## config.mk

```make
export PLATFORM = sky130hd
export DESIGN_NAME = cpu_sequencer
export DESIGN_NICKNAME = d
export VERILOG_FILES = /design/src/rtl/cpu_sequencer.sv
export SDC_FILE = /design/constraint.sdc
export NUM_CORES = 1
export LEC_CHECK = 0
export BUFFER_PORTS_ARGS = -buffer_cell sky130_fd_sc_hd__clkbuf_2
export CORE_MARGIN = 2
export CORE_UTILIZATION = 44
export CTS_CLUSTER_SIZE = 30
export DETAILED_ROUTE_END_ITERATION = 10
export PLACE_DENSITY = 0.82
export SLEW_MARGIN = 20
export SYNTH_ARGS = -nofsm -noshare
export SYNTH_HDL_FRONTEND = slang
export SYNTH_SLANG_ARGS = --single-unit
export TNS_END_PERCENT = 20
```

## constraint.sdc

```tcl
create_clock -name clk -period 3.05 [get_ports clk]
set_input_delay 0.1525 -clock clk [delete_from_list [all_inputs] [get_ports clk]]
set_output_delay 0.1525 -clock clk [all_outputs]
set_load 0.01 [all_outputs]
```

## src/rtl/cpu_sequencer.sv

```systemverilog
// Multi-cycle fetch/execute control sequencer driving every control line of the shared-bus datapath.
// Build macro CPU_SEQ_TRAP_EN: opcodes 0x8..0xF trap to HALTED and raise the sticky 'illegal' port.
module cpu_sequencer #(
    parameter int WIDTH      = 16,
    parameter int FETCH_WAIT = 0
) (
    input  logic             clk,
    input  logic             rst,
    input  logic             run,
    input  logic [WIDTH-1:0] instr,
    output logic             ram_out_ctrl,
    output logic             instr_ctrl,
    output logic             pc_enable,
    output logic             pcin,
    output logic             pc_out_ctrl,
    output logic [7:0]       rin,
    output logic [7:0]       rout,
    output logic             a_enable,
    output logic             acc_enable,
    output logic             addsub,
    output logic             xor_ctrl,
    output logic             acc_out_ctrl,
    output logic [WIDTH-1:0] cu_out,
    output logic             cu_out_ctrl,
    output logic             busy,
    output logic             done,
    output logic             halted
`ifdef CPU_SEQ_TRAP_EN
    ,
    output logic             illegal
`endif
);

    typedef enum logic [2:0] {
        S_IDLE,
        S_FETCH,
        S_EX1,
        S_EX2,
        S_EX3,
        S_HALTED
    } state_t;

    localparam logic [3:0] OP_NOP  = 4'h0;
    localparam logic [3:0] OP_MV   = 4'h1;
    localparam logic [3:0] OP_LDI  = 4'h2;
    localparam logic [3:0] OP_ADD  = 4'h3;
    localparam logic [3:0] OP_SUB  = 4'h4;
    localparam logic [3:0] OP_XOR  = 4'h5;
    localparam logic [3:0] OP_JMP  = 4'h6;
    localparam logic [3:0] OP_HALT = 4'h7;

    localparam logic [3:0] WAIT_LAST = 4'(FETCH_WAIT);

    state_t     state_q, state_d;
    state_t     after_done;
    logic [3:0] wait_q, wait_d;
    logic [3:0] opcode;
    logic [7:0] rx_sel, ry_sel;

`ifdef CPU_SEQ_TRAP_EN
    logic illegal_q, illegal_d;
    assign illegal = illegal_q & rst;
`endif

    assign opcode = instr[15:12];
    assign rx_sel = 8'b1 << instr[11:9];
    assign ry_sel = 8'b1 << instr[8:6];

    // NOTE: state registers use non-blocking assignments so every flop samples pre-edge values.
    always_ff @(posedge clk) begin
        if (!rst) begin
            state_q   <= S_IDLE;
            wait_q    <= '0;
`ifdef CPU_SEQ_TRAP_EN
            illegal_q <= 1'b0;
`endif
        end else begin
            state_q   <= state_d;
            wait_q    <= wait_d;
`ifdef CPU_SEQ_TRAP_EN
            illegal_q <= illegal_d;
`endif
        end
    end

    // NOTE: every output and next-state term gets a default first, so no path can infer a latch.
    always_comb begin
        state_d      = state_q;
        wait_d       = wait_q;
`ifdef CPU_SEQ_TRAP_EN
        illegal_d    = illegal_q;
`endif
        ram_out_ctrl = 1'b0;
        instr_ctrl   = 1'b0;
        pc_enable    = 1'b0;
        pcin         = 1'b0;
        pc_out_ctrl  = 1'b0;
        rin          = '0;
        rout         = '0;
        a_enable     = 1'b0;
        acc_enable   = 1'b0;
        addsub       = 1'b0;
        xor_ctrl     = 1'b0;
        acc_out_ctrl = 1'b0;
        cu_out       = '0;
        cu_out_ctrl  = 1'b0;
        busy         = 1'b0;
        done         = 1'b0;
        halted       = 1'b0;
        after_done   = run ? S_FETCH : S_IDLE;

        // Outputs stay quiet while reset is held so no write lands on the reset edge.
        if (rst) begin
            busy   = (state_q != S_IDLE) && (state_q != S_HALTED);
            halted = (state_q == S_HALTED);

            unique case (state_q)
                S_IDLE: begin
                    if (run) state_d = S_FETCH;
                end

                S_FETCH: begin
                    ram_out_ctrl = 1'b1;
                    if (wait_q == WAIT_LAST) begin
                        instr_ctrl = 1'b1;
                        pc_enable  = 1'b1;
                        wait_d     = '0;
                        state_d    = S_EX1;
                    end else begin
                        wait_d = wait_q + 4'd1;
                    end
                end

                S_EX1: begin
                    done    = 1'b1;
                    state_d = after_done;
                    case (opcode)
                        OP_NOP: ;
                        OP_MV: begin
                            rout = ry_sel;
                            rin  = rx_sel;
                        end
                        OP_LDI: begin
                            cu_out      = WIDTH'(instr[8:0]);
                            cu_out_ctrl = 1'b1;
                            rin         = rx_sel;
                        end
                        OP_ADD, OP_SUB, OP_XOR: begin
                            done     = 1'b0;
                            rout     = rx_sel;
                            a_enable = 1'b1;
                            state_d  = S_EX2;
                        end
                        OP_JMP: begin
                            rout      = ry_sel;
                            pc_enable = 1'b1;
                            pcin      = 1'b1;
                        end
                        OP_HALT: state_d = S_HALTED;
                        default: begin
`ifdef CPU_SEQ_TRAP_EN
                            state_d   = S_HALTED;
                            illegal_d = 1'b1;
`endif
                        end
                    endcase
                end

                S_EX2: begin
                    rout       = ry_sel;
                    acc_enable = 1'b1;
                    addsub     = (opcode == OP_SUB);
                    xor_ctrl   = (opcode == OP_XOR);
                    state_d    = S_EX3;
                end

                S_EX3: begin
                    acc_out_ctrl = 1'b1;
                    rin          = rx_sel;
                    done         = 1'b1;
                    state_d      = after_done;
                end

                S_HALTED: ;

                default: state_d = S_IDLE;
            endcase
        end
    end

endmodule

```

==> run_results.csv, run 1 <==
group,metric,value,unit
sta,setup_viol,0,
clocking,clockRootBuffer,"clkbuf_4",
yosys,syn_inst,129,
power_and_ir_drop,p_switching,93.65,µW
sta,grt_setup_unrepaired,"false",
yosys,ys_seq_area_share,15.41,%
place,dpl.hpwl,2098,µm
power_and_ir_drop,sw_frac_of_total,34.32,%
global_route,grt_overflow,0,
clocking,cts_buffers,3,
finish,seqCellArea,140.1,µm²
sta,relSlewSlack,53.08,%
setup_path,criticalPathCategory,"reg -> out",
power_and_ir_drop,combPwrFrac,31.3,%
worst_hold_path,hold_path_depth,3,
clocking,clock-sinks,7,
place,port_buffers,56,
setup_path,r2r_slack,1.32,ns
sta,fin_tns_setup,0,ns
sta,slew_viol_final,0,
yosys,muxShareOfSynthArea,0,%
global_route,use_met1,25.05,%
setup_path,path_cells,"and4bb_2 > a41oi_1 > nor3_1 > clkbuf_2",
yosys,yosys.area.top_type,"dfxtp_1",
setup_path,r2r-start,"state_q[0]",
floorplan,pin_count,65,
power_and_ir_drop,pwr_density_cell,232.2,mW/mm²
status,status,"finished, final reports clean",
global_route,met2_usage,34.01,%
drt,wl_per_cell,12.48,µm
global_route,grt_max_degree,17,
floorplan,die_area,0.002447,mm²
yosys,ys_ff_latch,7,
place,gp_congestion,0.9106,
power_and_ir_drop,leakage,0.0005774,µW
power_and_ir_drop,pwr-share-seq,38.2,%
yosys,synth_commonest_cells,"10 x and2_1, 10 x nor3_1, 8 x buf_4, 8 x inv_1, 8 x o22ai_1",
clocking,postCtsSetupRepairBufs,0,
global_route,busiest_layer,"met2",
clocking,path_clk_slew,0.05,ns
yosys,synth-async-reset-ratio,0,%
place,post_dp_cell_area,0.001149,mm²
setup_path,crit_slowest_cell,"dfxtp_1",
setup_path,start_kind,"register",
finish,fin_nets,202,
setup_path,end_kind,"output port",
sta,period_share,69.60,%
yosys,avgSynthCellArea,7.051,µm²
floorplan,die_w,49.47,µm
sta,hold_violations,0,
finish,area_growth,29.16,%
yosys,yosysWarnings,0,
setup_path,crit_family,"flip-flops",
yosys,synthSimpleGateAreaFrac,42.64,%
yosys,synth.top_cells.by_area,"dfxtp_1 15%, and2_1 6.9%, buf_4 6.6%, nor3_1 5.5%, o22ai_1 5.5%",
finish,design_area,0.001175,mm²
setup_path,path_max_fanout,16,
sta,fin_crit,2.123,ns
yosys,ys_types,41,
power_and_ir_drop,clockPowerShare,30.5,%
clocking,clock_latency,0.25,ns
floorplan,core_area,0.001962,mm²
clocking,ctsHtreeMaxLevel,1,
sta,worstMarginPinSlew,0.6940,ns
drt,ant_nets,0,
clocking,cts_hold_buf,0,
power_and_ir_drop,p_int,179.2,µW
setup_path,reg2regPathDepth,3,
worst_hold_path,holdPathEnd,"state_q[0]",
global_route,antenna_found_initial,0,
flow_run,cap_violations,0,
floorplan,fp-row-count,16,
setup_path,worstPathRequired,2.90,ns
setup_path,timing.rr.end,"wait_q[2]",
floorplan,start_util,46.36,%
yosys,synth_edf_count,0,
clocking,cts.path.max_buffers,2,
global_route,grtUsageTotal,20.55,%
finish,multiInputGateArea,664.4,µm²
yosys,netlist_area,909.6,µm²
yosys,synth-main-ff-cell,"dfxtp_1",
setup_path,worst_path_largest_cell_delay,0.61,ns
finish,layout-drive-gt1-share,35.00,%
global_route,grt_pass1_wl,4008,µm
global_route,met3_usage,6.970,%
drt,drcViolationCount,0,
finish,antenna_cells,0,
drt,vias_per_cell,5.575,
finish,fillers,183,
yosys,synth_top_family_by_area,"simple AND/OR/NAND/NOR gates",
worst_hold_path,hp-start,"run",
setup_path,critical_path_arrival,1.97,ns
yosys,synth-xor-area-share,1.926,%
drt,firstDrtPassIters,4,
yosys,synthAdderAreaFrac,2.751,%
yosys,yosysTopAreaCellShare,15.41,%
clocking,cts_tree,"yes",
global_route,grt_pass1_vias,942,
floorplan,die_y,49.47,µm
power_and_ir_drop,vdd_drop_max,0.2438,mV
clocking,cts.repair.resized,0,
drt,drtIter0Drc,31,
setup_path,worst-path-buf-inv,1,
sta,clock_skew,0.003791,ns
yosys,synth-compound-area-share,22.42,%
worst_hold_path,hold_class,"in -> reg",
drt,vias,1154,
drt,drt_wl_total,2583,µm
sta,fmax,471.1,MHz
[placed cells by master (no fill, tap or decap), types with 3 or more instances in the layout]
master / n
dfxtp_1: 7
nand3b_1: 4
nand2_1: 6
o22ai_1: 8
inv_1: 8
o21ai_0: 5
and2_1: 10
or3_1: 3
nor3_1: 10
a21oi_1: 5
conb_1: 8
clkbuf_2: 56
nor2_1: 6
clkbuf_4: 3
[flip-flops by register name, summed over array words and instances, names as in the netlist]
register / count
wait_q: 4
state_q: 3
[how the worst max path moves through the flow]
stage               slack, ns  cells past startpoint  startpoint         to
floorplan                1.57                      5  state_q[2]  wait_q[2]
global placement         1.36                      4  state_q[0]     rin[0]
detailed placement       1.24                      4  state_q[0]     rin[6]
CTS                      0.96                      4  state_q[0]     rin[6]
global route             0.79                      4  state_q[0]     rin[6]
finish                   0.93                      4  state_q[0]     rin[7]
[metrics by stage]
step	hold WS (ns)	std cells	worst slack (ns)	power [µW]	util, %
after floorplan	0.3351	136	1.569	168.5	-
after global placement	0.4730	203	1.357	187.4	58.55
after detailed placement	0.4940	203	1.240	189.7	58.55
after CTS	0.2471	207	0.9618	274.6	59.89
after global routing	0.2753	207	0.7882	292.2	59.89
final	0.2510	207	0.9273	272.8	59.89
[worst register-to-register path, cell delays in order (launching register included)]
cell and delay, ns:
dfxtp_1 0.61, or3b_1 0.50, or4_1 0.42, a21oi_1 0.13
[final cells by class]
class                   count  share of cell area, %
well taps                  27                  2.875
clock buffers               4                  2.236
repair buffers             56                  23.86
multi-input cells         105                  56.55
flip-flops and latches      7                  11.93
inverters                   8                  2.556
[power groups by stage]
stage / registers, µW / logic, µW / clock network (µW)
finish: 104 / 85.3 / 83.2
global route: 105 / 93.5 / 93.8
CTS: 104 / 84.4 / 86.4
detailed placement: 106 / 84.0 / 0
global placement: 105 / 82.6 / 0
floorplan: 98.6 / 69.9 / 0
[cell families after synthesis]
| group | count (synthesis) |
|---|---|
| buffers and inverters | 24 |
| XOR/XNOR | 2 |
| flip-flops | 7 |
| AND/OR/NAND/NOR | 62 |
| other | 1 |
| adder cells (fa/ha/maj) | 2 |
| AO/OA/AOI/OAI | 31 |
[metal layers]
metal | share of wire (%) | wire length, µm
met4 | 1.2 | 30
met2 | 46 | 1189
met3 | 12 | 314
met5 | 0 | 0
met1 | 41 | 1048
Power figures use the tool's default switching activity.
==> run 2: changes to the inputs <==
--- a/config.mk
+++ b/config.mk
@@ -6,11 +6,12 @@
 export NUM_CORES = 1
 export LEC_CHECK = 0
 export BUFFER_PORTS_ARGS = -buffer_cell sky130_fd_sc_hd__clkbuf_2
+export CORE_ASPECT_RATIO = 0.6
 export CORE_MARGIN = 2
-export CORE_UTILIZATION = 44
+export CORE_UTILIZATION = 41
 export CTS_CLUSTER_SIZE = 30
 export DETAILED_ROUTE_END_ITERATION = 10
-export PLACE_DENSITY = 0.82
+export PLACE_DENSITY = 0.77
 export SLEW_MARGIN = 20
 export SYNTH_ARGS = -nofsm -noshare
 export SYNTH_HDL_FRONTEND = slang
==> constraint.sdc (replaced) <==
create_clock -name clk -period 2 [get_ports clk]
set_input_delay 0.1 -clock clk [delete_from_list [all_inputs] [get_ports clk]]
set_output_delay 0.1 -clock clk [all_outputs]
set_load 0.01 [all_outputs]
==> run 2 against run 1 <==
  * Global-route usage rose by 1.1 points
  * Clock-buffer cell count did not move
  * First-iteration DRC count rose by 77%
  * Critical endpoint is now rin[2]
  * Wire length rose by 12%
  * Design area rose by 2.9%
  * Highest routed layer unchanged
  * Clock skew fell by 0.00069 ns
  * Non-clock buffer count did not move
==> run_results.csv, run 2 (same netlist as run 1, synthesis figures left out) <==
group,metric,value,unit
power_and_ir_drop,sw_frac_of_total,32.26,%
setup_path,reg2regPathDepth,3,
global_route,grtUsageTotal,21.62,%
global_route,grt_pass1_vias,891,
sta,fmax,513.3,MHz
power_and_ir_drop,clockPowerShare,40.3,%
power_and_ir_drop,p_int,336.3,µW
setup_path,worst_path_largest_cell_delay,0.50,ns
finish,antenna_cells,0,
global_route,grt_max_degree,17,
place,dpl.hpwl,2252,µm
clocking,cts_hold_buf,0,
clocking,clock_latency,0.23,ns
place,dp_worst_setup_slack,0.2363,ns
floorplan,die_y,40.49,µm
setup_path,r2r-start,"state_q[0]",
finish,largest_register_ffs,4,
worst_hold_path,hp-start,"run",
place,gp_congestion,0.8160,
clocking,cts_buffers,3,
sta,fin_tns_setup,0,ns
sta,holdWs,0.2185,ns
setup_path,worst-path-buf-inv,1,
floorplan,pin_count,65,
sta,grt_setup_unrepaired,"false",
drt,drtIter0Drc,55,
setup_path,crit_family,"simple AND/OR/NAND/NOR gates",
flow_run,cap_violations,0,
power_and_ir_drop,pwr-share-seq,32.4,%
drt,drt_wl_total,2885,µm
global_route,antenna_found_initial,0,
drt,wl_per_cell,13.74,µm
setup_path,startpoint,"state_q[1]",
power_and_ir_drop,p_switching,160.1,µW
drt,vias_per_cell,5.605,
finish,fin_nets,202,
finish,final_util,56.72,%
global_route,grt_pass1_wl,4153,µm
clocking,cts_tree,"yes",
setup_path,critical_path_arrival,1.85,ns
clocking,ctsHtreeMaxLevel,1,
drt,ant_nets,0,
sta,slew_viol_final,0,
clocking,cts.path.max_buffers,2,
finish,layout-drive-gt1-share,36.67,%
setup_path,crit_slowest_cell,"dfxtp_1",
setup_path,start_kind,"register",
status,status,"finished, final reports clean",
finish,top_register,"wait_q",
finish,final_common_cell,"clkbuf_2",
power_and_ir_drop,leakage,0.0005856,µW
sta,worstMarginPinSlew,0.5792,ns
clocking,clock-sinks,7,
worst_hold_path,holdPathEnd,"state_q[0]",
sta,fin_crit,1.948,ns
finish,largest_registers,"wait_q x4, state_q x3",
setup_path,timing.rr.end,"wait_q[2]",
setup_path,criticalPathCategory,"reg -> out",
setup_path,path_max_fanout,11,
sta,period_share,97.41,%
sta,clock_skew,0.003098,ns
floorplan,core_area,0.002131,mm²
setup_path,r2r_slack,0.23,ns
setup_path,worstPathRequired,1.90,ns
clocking,clockRootBuffer,"clkbuf_8",
drt,vias,1177,
finish,layout_common_cells,"56 x clkbuf_2, 10 x nor3_1, 10 x and2_1",
floorplan,die_area,0.002624,mm²
sta,hold_violations,0,
sta,relSlewSlack,61.31,%
worst_hold_path,hold_path_depth,3,
finish,fillers,205,
clocking,path_clk_slew,0.04,ns
sta,worst_slack,0.05180,ns
floorplan,die_w,64.81,µm
setup_path,path_cells,"and3b_2 > a41oi_2 > nor3_1 > clkbuf_2",
finish,area_growth,32.87,%
drt,firstDrtPassIters,4,
worst_hold_path,hold_class,"in -> reg",
power_and_ir_drop,combPwrFrac,27.3,%
power_and_ir_drop,vdd_drop_max,0.3016,mV
place,port_buffers,56,
floorplan,fp-row-count,13,
setup_path,end_kind,"output port",
power_and_ir_drop,pwr_density_cell,410.8,mW/mm²
floorplan,start_util,42.69,%
global_route,grt_overflow,0,
drt,drcViolationCount,0,
sta,setup_viol,0,
-- run 2: cell types whose count changed in the layout (fill, tap and decap cells not counted) --
cell      before  now
nor2_1         6    5
clkbuf_8       0    3
and4_2         0    1
a41oi_2        0    1
nor2_2         0    1
and4_1         1    0
a41oi_1        2    1
clkbuf_4       3    0
-- run 2: power groups by stage --
| stage | combinational (µW) | sequential (µW) | clock (µW) |
|---|---|---|---|
| after floorplan | 107 | 150 | 0 |
| after global placement | 126 | 160 | 0 |
| after detailed placement | 131 | 162 | 0 |
| after CTS | 132 | 160 | 204 |
| after global routing | 149 | 162 | 213 |
| final | 136 | 161 | 200 |
-- run 2: worst max path at each step --
stage,slack [ns],to,depth (start not counted)
finish,0.05,rin[2],4
global route,0.005,pc_enable,6
CTS,0.10,pc_enable,6
detailed placement,0.24,rin[2],4
global placement,0.36,rin[3],4
floorplan,0.52,wait_q[2],5
-- run 2: repair_timing --
item                       CTS  global route
setup endpoints to repair    1            18
gates resized for setup      1             2
buffers inserted             0             0
gates cloned                 0             0
-- run 2: layout make-up --
type	count	area, µm²	area share (%)
inverter	8	30.03	2.484
timing repair buffer	56	280.3	23.19
tap	30	37.54	3.106
clock buffer	4	45.04	3.727
multi-input combinational	105	675.6	55.90
sequential	7	140.1	11.59
-- run 2: metal layers --
metal | GRT usage (%) | wire length (µm) | up-vias
met5 | 0 | 0 | -
met4 | 5.851 | 41 | 0
met3 | 5.618 | 233 | 4
met2 | 36.86 | 1362 | 61
met1 | 27.82 | 1248 | 550
li1 | - | - | 562
-- run 2: stage by stage --
step / power [µW] / area [µm²] / cells
3_3_place_gp: 286.4 / 1152 / 206
2_1_floorplan: 257.0 / 935.9 / 136
4_1_cts: 496.0 / 1205 / 210
3_5_place_dp: 292.7 / 1152 / 206
5_1_grt: 524.4 / 1209 / 210
6_report: 496.5 / 1209 / 210
-- run 2: worst reg2reg max path, cell delays in order (launching register included) --
cell,delay [ns]
dfxtp_1,0.62
or3b_1,0.51
or4_1,0.43
a21oi_1,0.15
==> run 3: changes to the inputs <==
--- a/config.mk
+++ b/config.mk
@@ -6,12 +6,14 @@
 export NUM_CORES = 1
 export LEC_CHECK = 0
 export BUFFER_PORTS_ARGS = -buffer_cell sky130_fd_sc_hd__clkbuf_2
+export CELL_PAD_IN_SITES_DETAIL_PLACEMENT = 1
+export CELL_PAD_IN_SITES_GLOBAL_PLACEMENT = 1
 export CORE_ASPECT_RATIO = 0.6
 export CORE_MARGIN = 2
-export CORE_UTILIZATION = 41
+export CORE_UTILIZATION = 26
 export CTS_CLUSTER_SIZE = 30
 export DETAILED_ROUTE_END_ITERATION = 10
-export PLACE_DENSITY = 0.77
+export PLACE_DENSITY = 0.76
 export SLEW_MARGIN = 20
 export SYNTH_ARGS = -nofsm -noshare
 export SYNTH_HDL_FRONTEND = slang
==> run 3 against run 2 <==
  * Setup slack better by 0.10 ns
  * Clock skew hardly changed
  * Final cell count is 7.6% higher
  * Sequential share of layout area is 0.12 points lower
  * Critical path depth is 1 higher
  * Worst hold slack worse by 0.0018 ns
  * Sequential cell count stayed put
  * Combinational power hardly changed
  * Wire length is 16% higher
  * Die area is 53% higher
  * Largest cell class unchanged
  * Highest routed layer unchanged
==> run_results.csv, run 3 (same netlist as run 1, synthesis figures left out) <==
group,metric,value,unit
drt,drt_wl_total,3354,µm
setup_path,path_cells,"and3b_2 > a41oi_1 > buf_4 > nor3_1 > clkbuf_2",
finish,antenna_cells,0,
worst_hold_path,hold_class,"in -> reg",
global_route,antenna_found_initial,0,
drt,vias,1164,
status,status,"finished, final reports clean",
finish,area_growth,35.49,%
sta,worst_slack,0.1560,ns
clocking,clock_latency,0.22,ns
floorplan,fp-row-count,16,
clocking,clock-sinks,7,
clocking,cts_tree,"yes",
setup_path,start_kind,"register",
floorplan,pin_count,65,
setup_path,r2r-start,"state_q[0]",
setup_path,path_max_fanout,11,
finish,largest_registers,"wait_q x4, state_q x3",
drt,drtIter0Drc,37,
global_route,grt_max_degree,17,
sta,grt_setup_unrepaired,"false",
clocking,cts_buffers,3,
sta,fin_crit,1.844,ns
global_route,grt_overflow,0,
finish,design_area,0.001232,mm²
place,post_dp_cell_area,0.001179,mm²
global_route,grt_pass1_vias,1095,
power_and_ir_drop,leakage,0.0005923,µW
floorplan,die_w,80.36,µm
sta,clock_skew,0.002803,ns
drt,firstDrtPassIters,4,
finish,fillers,447,
drt,met3WireLength,152,µm
power_and_ir_drop,vdd_drop_max,0.2057,mV
sta,fmax,542.3,MHz
drt,ant_nets,0,
drt,wl_per_cell,14.84,µm
finish,layout-drive-gt1-share,37.02,%
clocking,cts_hold_buf,0,
setup_path,criticalPathCategory,"reg -> out",
setup_path,r2r_slack,0.23,ns
clocking,clockRootBuffer,"clkbuf_8",
clocking,ctsHtreeMaxLevel,1,
floorplan,die_area,0.004003,mm²
worst_hold_path,hold_path_depth,3,
setup_path,reg2regPathDepth,3,
sta,setup_viol,0,
finish,fin_nets,203,
worst_hold_path,hp-start,"run",
worst_hold_path,holdPathEnd,"state_q[0]",
setup_path,worstPathRequired,1.90,ns
sta,holdWs,0.2168,ns
setup_path,critical_path_arrival,1.74,ns
sta,fin_tns_setup,0,ns
drt,vias_per_cell,5.150,
flow_run,cap_violations,0,
finish,layout_common_cells,"56 x clkbuf_2, 10 x nor3_1, 10 x and2_1",
floorplan,start_util,27.54,%
sta,period_share,92.20,%
global_route,grt_pass1_wl,5175,µm
setup_path,timing.rr.end,"wait_q[2]",
setup_path,worst_path_largest_cell_delay,0.40,ns
sta,worstMarginPinSlew,0.6736,ns
drt,wl_met2,1636,µm
sta,hold_violations,0,
clocking,path_clk_slew,0.04,ns
finish,top_register,"wait_q",
setup_path,crit_slowest_cell,"dfxtp_1",
drt,drcViolationCount,0,
drt,wl_met1,1526,µm
place,dpl.hpwl,2679,µm
sta,slew_viol_final,0,
place,gp_congestion,0.8108,
power_and_ir_drop,pwr_density_cell,401.9,mW/mm²
floorplan,core_area,0.003303,mm²
place,port_buffers,56,
floorplan,die_y,49.82,µm
clocking,postCtsSetupRepairBufs,0,
sta,relSlewSlack,54.46,%
setup_path,end_kind,"output port",
place,dp_worst_setup_slack,0.2749,ns
global_route,grtUsageTotal,16.50,%
finish,largest_register_ffs,4,
finish,final_common_cell,"clkbuf_2",
drt,top_layer,"met4",
clocking,cts.path.max_buffers,2,
## run 3: changes by cell type in the layout (fill, tap and decap cells not counted), sizes merged
| cell | previous run | this run |
|---|---|---|
| buf | 0 | 1 |
## run 3: per-stage QoR
step                      instances  total power [µW]  util, %
after floorplan                 136             257.0        -
after global placement          222             289.8    35.68
after detailed placement        222             295.8    35.68
after CTS                       226             494.9    37.05
after global routing            226             523.1    37.31
final                           226             495.3    37.31
## run 3: how the worst max path moves through the flow
stage                    start   endpoint  slack, ns
floorplan           state_q[2]  wait_q[2]       0.52
CTS                  wait_q[0]  pc_enable       0.09
global route        state_q[0]     rin[6]       0.05
finish              state_q[2]     rin[6]       0.16
global placement    state_q[0]  wait_q[2]       0.36
detailed placement  state_q[0]  wait_q[2]       0.27
## run 3: per-layer routing
layer,vias up,GRT usage (%)
li1,560,-
met1,561,20.91
met2,39,29.86
met3,4,2.015
met4,0,3.672
met5,-,0
## run 3: what timing repair did
action                                  CTS  global route
endpoints found under the setup margin    0            16
hold endpoints to repair                  0             0
resized for setup                         0             3
## run 3: layout make-up
cell class / instances / area (µm²) / area share (%)
clock buffers: 4 / 45.04 / 3.655
inverters: 8 / 30.03 / 2.437
multi-input cells: 105 / 671.9 / 54.52
flip-flops and latches: 7 / 141.4 / 11.47
well taps: 45 / 56.30 / 4.569
repair buffers: 57 / 287.8 / 23.35
## run 3: report_power, final
part | internal (µW) | switching (µW)
Sequential | 145 | 15.6
Combinational | 53.6 | 81.9
Clock | 138 | 61.0
## run 3: worst max-delay path, delay by kind of cell (launching register included)
family | cells | cell delay, ns
AOI/OAI and AO/OA | 1 | 0.14
buffers and inverters | 2 | 0.39
DFF | 1 | 0.40
and+or+nand+nor | 2 | 0.59
